==> config.mk <==
export PLATFORM = sky130hd
export DESIGN_NAME = num_parse_arb
export DESIGN_NICKNAME = d
export VERILOG_FILES = /design/src/rtl/num_pkg.sv /design/src/rtl/num_parse_arb_rr_arb.sv /design/src/rtl/num_parse_arb.sv
export SDC_FILE = /design/constraint.sdc
export NUM_CORES = 1
export LEC_CHECK = 0
export BUFFER_PORTS_ARGS = -buffer_cell sky130_fd_sc_hd__buf_2
export CAP_MARGIN = 20
export CORE_MARGIN = 10
export CORE_UTILIZATION = 37
export DETAILED_ROUTE_END_ITERATION = 12
export PLACE_DENSITY = 0.86
export SYNTH_ARGS = -nofsm -noshare
export SYNTH_HDL_FRONTEND = slang
export SYNTH_SLANG_ARGS = --single-unit
==> constraint.sdc <==
create_clock -name clk -period 4.35 [get_ports clk]
set_input_delay 0.87 -clock clk [delete_from_list [all_inputs] [get_ports clk]]
set_output_delay 0.87 -clock clk [all_outputs]
set_load 0.005 [all_outputs]
==> src/rtl/num_pkg.sv <==
// Shared types and ASCII helpers for the shared decimal-converter arbiter.
package num_pkg;

  typedef enum logic [2:0] {
    FLUSH_SP    = 3'd0,
    FLUSH_DRAIN = 3'd1,
    ARB         = 3'd2,
    FWD         = 3'd3,
    RESULT      = 3'd4
  } state_t;

  localparam logic [7:0] ASCII_0  = 8'h30;
  localparam logic [7:0] ASCII_9  = 8'h39;
  localparam logic [7:0] ASCII_SP = 8'h20;

  function automatic logic is_digit(input logic [7:0] b);
    return (b >= ASCII_0) && (b <= ASCII_9);
  endfunction

endpackage

==> src/rtl/num_parse_arb_rr_arb.sv <==
// Round-robin pick: first asserted request at or after ptr, wrapping.
module rr_arb
  import num_pkg::*;
#(
  parameter int unsigned N    = 2,
  parameter int unsigned ID_W = 1
) (
  input  logic [N-1:0]    req,
  input  logic [ID_W-1:0] ptr,
  output logic [ID_W-1:0] idx,
  output logic            any
);

  logic [N-1:0]    rot;
  logic [ID_W-1:0] off;
  logic [ID_W:0]   sum;

  // Rotate so bit 0 is the request at ptr, then take the lowest set bit.
  always_comb begin
    rot = N'({req, req} >> ptr);
    off = '0;
    any = 1'b0;
    for (int k = N - 1; k >= 0; k--) begin
      if (rot[k]) begin
        off = ID_W'(k);
        any = 1'b1;
      end
    end
    sum = {1'b0, ptr} + {1'b0, off};
    idx = (sum >= (ID_W + 1)'(N)) ? ID_W'(sum - (ID_W + 1)'(N)) : ID_W'(sum);
  end

endmodule

==> src/rtl/num_parse_arb.sv <==
// Shares one decimal converter among N_SRC byte streams, one whole number per grant.
// Optional macro NUM_TIMEOUT_EN: inject a terminator after TIMEOUT idle cycles mid-number.
module num_parse_arb
  import num_pkg::*;
#(
  parameter int unsigned N_SRC   = 2,
  parameter int unsigned ID_W    = 1,
  parameter int unsigned TIMEOUT = 255
) (
  input  logic                 clk,
  input  logic                 rst,
  input  logic [8*N_SRC-1:0]   s_dtm,
  input  logic [N_SRC-1:0]     s_vld,
  output logic [N_SRC-1:0]     s_rdy,
  output logic [7:0]           c_dtm,
  output logic                 c_vld,
  input  logic                 c_rdy,
  input  logic [31:0]          r_dtm,
  input  logic                 r_vld,
  output logic                 r_rdy,
  output logic [31:0]          n_dtm,
  output logic [ID_W-1:0]      n_id,
  output logic                 n_vld,
  input  logic                 n_rdy
);

  if (N_SRC < 2 || N_SRC > 8) begin : g_bad_nsrc
    $error("num_parse_arb: N_SRC must be 2..8");
  end
  if (ID_W != $clog2(N_SRC)) begin : g_bad_idw
    $error("num_parse_arb: ID_W must equal clog2(N_SRC)");
  end
  if (TIMEOUT < 1) begin : g_bad_to
    $error("num_parse_arb: TIMEOUT must be at least 1");
  end

  state_t          state, state_n;
  logic [ID_W-1:0] grant, grant_n;
  logic [ID_W-1:0] rr_ptr, rr_ptr_n;
  logic            seen_digit, seen_n;
  logic [ID_W-1:0] arb_idx;
  logic            arb_any;
  logic [ID_W-1:0] grant_inc;
  logic [7:0]      src_byte [N_SRC];
  logic [7:0]      cur_byte;
  logic            cur_vld;

`ifdef NUM_TIMEOUT_EN
  localparam int unsigned TO_W = $clog2(TIMEOUT + 1);
  logic [TO_W-1:0] to_cnt, to_cnt_n;
  logic            to_expired;
  assign to_expired = (to_cnt == TO_W'(TIMEOUT));
`endif

  for (genvar i = 0; i < int'(N_SRC); i++) begin : g_byte
    assign src_byte[i] = s_dtm[8*i +: 8];
  end

  assign cur_byte  = src_byte[grant];
  assign cur_vld   = s_vld[grant];
  assign grant_inc = (grant == ID_W'(N_SRC - 1)) ? '0 : grant + ID_W'(1);
  assign n_dtm     = r_dtm;

  rr_arb #(.N(N_SRC), .ID_W(ID_W)) u_rr_arb (
    .req (s_vld),
    .ptr (rr_ptr),
    .idx (arb_idx),
    .any (arb_any)
  );

  always_ff @(posedge clk or posedge rst) begin
    if (rst) begin
      state      <= FLUSH_SP;
      grant      <= '0;
      rr_ptr     <= '0;
      seen_digit <= 1'b0;
`ifdef NUM_TIMEOUT_EN
      to_cnt     <= '0;
`endif
    end else begin
      state      <= state_n;
      grant      <= grant_n;
      rr_ptr     <= rr_ptr_n;
      seen_digit <= seen_n;
`ifdef NUM_TIMEOUT_EN
      to_cnt     <= to_cnt_n;
`endif
    end
  end

  // Outputs are held at their idle values while rst is high.
  always_comb begin
    state_n  = state;
    grant_n  = grant;
    rr_ptr_n = rr_ptr;
    seen_n   = seen_digit;
`ifdef NUM_TIMEOUT_EN
    to_cnt_n = to_cnt;
`endif
    s_rdy    = '0;
    c_dtm    = '0;
    c_vld    = 1'b0;
    r_rdy    = 1'b0;
    n_vld    = 1'b0;
    n_id     = '0;
    if (!rst) begin
      case (state)
        // Terminate whatever the un-reset converter holds; drop its result.
        FLUSH_SP: begin
          c_dtm = ASCII_SP;
          c_vld = 1'b1;
          r_rdy = 1'b1;
          if (c_rdy) state_n = FLUSH_DRAIN;
        end
        FLUSH_DRAIN: begin
          r_rdy   = 1'b1;
          state_n = ARB;
        end
        ARB: begin
          if (arb_any) begin
            grant_n = arb_idx;
            state_n = FWD;
          end
        end
        FWD: begin
`ifdef NUM_TIMEOUT_EN
          if (to_expired) begin
            c_dtm = ASCII_SP;
            c_vld = 1'b1;
            if (c_rdy) begin
              seen_n   = 1'b0;
              to_cnt_n = '0;
              state_n  = RESULT;
            end
          end else begin
`else
          begin
`endif
            c_dtm        = cur_byte;
            c_vld        = cur_vld;
            s_rdy[grant] = c_rdy;
            if (cur_vld && c_rdy) begin
`ifdef NUM_TIMEOUT_EN
              to_cnt_n = '0;
`endif
              if (is_digit(cur_byte)) begin
                seen_n = 1'b1;
              end else if (seen_digit) begin
                seen_n  = 1'b0;
                state_n = RESULT;
              end
            end else if (!cur_vld) begin
              // A source that has not started a number may not hold the converter.
              if (!seen_digit) begin
                rr_ptr_n = grant_inc;
                state_n  = ARB;
              end
`ifdef NUM_TIMEOUT_EN
              else begin
                to_cnt_n = to_cnt + TO_W'(1);
              end
`endif
            end
          end
        end
        RESULT: begin
          n_vld = r_vld;
          n_id  = grant;
          r_rdy = n_rdy;
          if (r_vld && n_rdy) begin
            rr_ptr_n = grant_inc;
            state_n  = ARB;
          end
        end
        default: state_n = FLUSH_SP;
      endcase
    end
  end

endmodule

Word level (Yosys, flattened, before mapping)
Index checks and enable logic that the tools add are counted.

Latch bits: 0. Memory bits (read-only): 0. Memories kept: 0. Output and inout bits: 46. Bits in registers: 6. Memory bits (writable): 0. Logic and storage cells: 81. Input port bits: 55.

Equal/unequal tests: 14. $mul: 0. Reduce and logical (&&, ||, !) cells: 11. Order comparisons: 6. Divide/modulo/power cells: 0. $add $sub $neg: 3. Multiplexer cells: 39. Shift operators: 1. Bitwise operators: 3.

Operator list (count): $mux 8 (4); $mux 3 (8); $mux 1 (19); $pmux 8 s2 (1); $pmux 3 s5 (1); $ne 2x2->1 const B (6); $ne 3x3->1 const B (4); $ge 8x6->1 const B (1); $le 8x6->1 const B (1); $reduce_and 8->1 (1); $eq 3x2->1 const B (2); $pmux 1 s2 (3); $reduce_and 3->1 (2); $reduce_and 6->1 (1); $ge 2x2->1 const B (2); $logic_and 1x1->1 (4); $mux 2 (2); $shr 4x1->2 (1); $eq 3x1->1 const B (1); $eq 3x3->1 const B (1); $logic_not 3->1 (1); $add 1x1->2 (1); $and 2x2->2 (1); $lt 1x2->1 const B (1); 8 further kinds (8).

Logic depth before layout (Yosys ltp)
Depth in word-level cells: 9. Gate-level depth with buffers: 6. Gate-level depth less buffers: 5.

Modules after synthesis
Synthesis repeated with hierarchy kept, for this count alone.

Cell total of the unflattened synthesis: 125. Area total of the unflattened synthesis: 987.2 um^2.

Modules (own cells, without submodules): num_parse_arb (cells each 122, seq. area each 150.1 um^2, area an instance 965.9 um^2, instances 1); rr_arb (cells each 3, seq. area each 0.0 um^2, area an instance 21.3 um^2, instances 1).

Worst setup path after synthesis
No wires, ideal clock.

Kind: input to output. Start point: input port rst. End point: output port s_rdy[0]. Data arrival time: 1.469 ns. Required time: 3.480 ns. Path slack: 2.011 ns. Cell stages on the path: 4. Path buffers: 1. Cells stage by stage: inv_2 > nand2b_1 > clkbuf_1 > nor3b_1.

Word-level cells in the longest chain between the ends: 1.

RTL lines: from (decl) (RTL line num_parse_arb.sv:11) `input logic rst,`; $mux 2 (RTL line num_parse_arb.sv:106) `if (!rst) begin`; to (decl) (RTL line num_parse_arb.sv:14) `output logic [N_SRC-1:0] s_rdy,`.

Every way passes these cells.

Final worst setup path
Start point: register grant. End point: output port c_vld.

Word-level cells in the longest chain between the ends: 4.

RTL lines: from (decl) (RTL line num_parse_arb.sv:38) `logic [ID_W-1:0] grant, grant_n;`; from (signal assigned) (RTL line num_parse_arb.sv:82) `grant <= grant_n;`; $mux 1 (not written as such) (2 in series) (RTL line num_parse_arb.sv:60) `assign cur_vld = s_vld[grant];`; $pmux 1 s2 (RTL line num_parse_arb.sv:107) `case (state)`; $mux 1 (RTL line num_parse_arb.sv:106); to (decl) (RTL line num_parse_arb.sv:16) `output logic c_vld,`.

Every way passes these cells. The select of a mux whose other input is x is not followed.

==> metrics.yaml <==
synthDistinctLibCells: 38
ys.warnings.count: 0
p_total_w: 0.0004320
io_buffers: 36
holdPathStages: 2
ff2ff_path_depth: 5
post-route-util_pct: 36.42
period_needed_ps: 2753
reg2reg_slack_ps: 1990
use_met3_pct: 5.650
grt_pass1_vias: 858
slew_violations: 0
h-tree-depth: 1
start_util_pct: 37.91
path_buf_inv: 1
pwr_density_cell_nw_per_um2: 487.7
grt_start_max_net_pins: 19
critPathMaxFanout: 18
path_class: "register to output port"
postSynthAreaPerCell_um2: 7.621
hold_end: "rr_ptr$_DFFE_PP0P_"
critPathCaptureType: "output port"
hold_start: "rr_ptr$_DFFE_PP0P_"
grt_overflow_total: 0
fin_worst_skew_ps: 4.070
cts_tree: "done"
numCtsBuffers: 3
tns_ps: 0
synth_top_flop_cell: "dfrtp_1"
critical_path_arrival_ps: 1880
p_leak_nw: 0.4412
worst_pin_slew_ps: 691.1
drive_above_1_share_pct: 35.25
first_pass_iters: 4
cp_data_required_time_ps: 3480
place_area_um2: 863.3
hpwl_mm: 1.991
use_met2_pct: 16.41
cpMaxStageDelayCell: "dfrtp_1"
async_flop_share_pct: 100.0
fmax_ghz: 0.3633
slew_headroom_pct: 53.93
critPathTopFamily: "flip-flops"
clkSinkCount: 6
ios: 101
drtAntennaViolNets: 0
cts_root_buf: "clkbuf_4"
syn_to_final_growth_pct: -3.935
finalWirelength_mm: 2.478
core_area_um2: 2432
max_stage_delay_ps: 780
r2r-end: "state[0]$_DFFE_PP0P_"
diodes: 0
synth_area_leader_cell: "buf_4"
die_w_um: 69.92
remaining_drc_errors: 0
drtIter0Drc: 22
cap_viol_max_count: 0
grt_pass1_wl_mm: 4.002
finalHoldViolations: 0
synth_top_area_share_pct: 26.87
final_cell_mix: "buf_2, nor2_1, mux2i_1, dfrtp_1"
crit_top_cell: "nor2_1"
ctsResizeCount: 0
fill_cells: 264
antenna_found_initial: 0
worstSetupStartpointType: "register"
grt-busiest-layer: "met2"
clock_latency_ps: 250
layout.cells.most_common: "buf_2"
reg2reg_from: "grant$_DFFE_PP0P_"
ys_ff_latch: 6
synth_edf_count: 0
hold_path.class: "register to register"
syn_area_um2: 922.1
post_cts_buffers: 0
grt_use_met1_pct: 9.252
gp_congestion: 0.8178
cp_cell_sequence: "mux2i_1, nor2_1, nor2_1, nor2_1, buf_2"
path_clk_slew_ps: 40
finalInstanceArea_um2: 885.9
setup_viol: 0
fp.dieArea_um2: 4889
syn_inst: 121
max-vdd-ir-drop_mv: 0.3195
synth_fp_nets: 176
final_nets: 179
grt.total_usage_pct: 9.943
routed_via_density: 5.467
synthTopCellsByArea: "buf_4, dfrtp_1, mux2i_1, nor2_1, a21oi_1"
vias: 831
status: "finished clean"
cts_buffer_depth: 2
die_y_um: 69.92
grt_setup_unrepaired: "false"
holdBufCountCts: 0
ys_seq_area_share_pct: 16.28
path_depth: 5
finalCritPeriodShare_pct: 63.28
num_rows: 18
drt-wirelength-per-cell_um: 16.30
==> metal layers <==
| layer | up-vias | share of wire (%) |
|---|---|---|
| li1 | 400 | - |
| met1 | 369 | 36 |
| met2 | 40 | 48 |
| met3 | 22 | 12 |
| met4 | 0 | 4.4 |
| met5 | - | 0 |
==> worst register-to-register path: stages, from the launching register on <==
cell and delay, ps:
dfrtp_1 780, mux2i_1 300, nor4b_1 80, or4_4 550, a21oi_2 170, mux2_1 340
==> through the flow <==
| step | hold slack [ps] | cells | setup WS [ps] |
|---|---|---|---|
| floorplan | 463.4 | 121 | 2011 |
| global placement | 524.4 | 149 | 1705 |
| detailed placement | 525.9 | 149 | 1672 |
| CTS | 535.9 | 152 | 1586 |
| global route | 561.8 | 152 | 1347 |
| finish | 532.0 | 152 | 1597 |
==> sequential cells by signal, indices dropped and copies added (netlist names) <==
register	cells
grant	1
rr_ptr	1
state	3
seen_digit	1
==> synthesized netlist by cell type, types with 3 or more instances <==
cell type  instances
nor2_1            18
nor3_1             5
a21oi_1            5
buf_4             33
nand2_1            5
mux2i_1            8
inv_1              3
dfrtp_1            6
==> layout make-up <==
type	instances	area, um^2	share of cell area, %
tap	30	37.54	4.237
clock buffer	3	22.52	2.542
multi-input combinational	73	480.5	54.24
timing repair buffer	36	180.2	20.34
sequential	6	150.1	16.95
inverter	4	15.01	1.695
==> how the worst max path moves through the flow <==
stage,startpoint,to
CTS,grant$_DFFE_PP0P_,c_vld
global route,grant$_DFFE_PP0P_,c_vld
finish,grant$_DFFE_PP0P_,c_vld
global placement,rst,s_rdy[0]
floorplan,rst,s_rdy[0]
detailed placement,rst,s_rdy[0]
==> where the power goes <==
group	switching [W]	internal, W	total [W]	leakage [nW]
Combinational	0.000110	0.000120	0.000230	0.353
Sequential	0.0000712	0.0000797	0.000151	0.0747
Clock	0.0000203	0.0000312	0.0000515	0.0138
Total	0.000201	0.000231	0.000432	0.441
==> logic make-up after synthesis <==
logic type	count (synthesis)	share of synthesized area (%)
DFF	6	16.28
buffers and inverters	42	31.61
AOI/OAI and AO/OA	20	15.20
and+or+nand+nor	43	25.37
muxes	10	11.53
No activity file was read; power rests on OpenSTA's default activity.
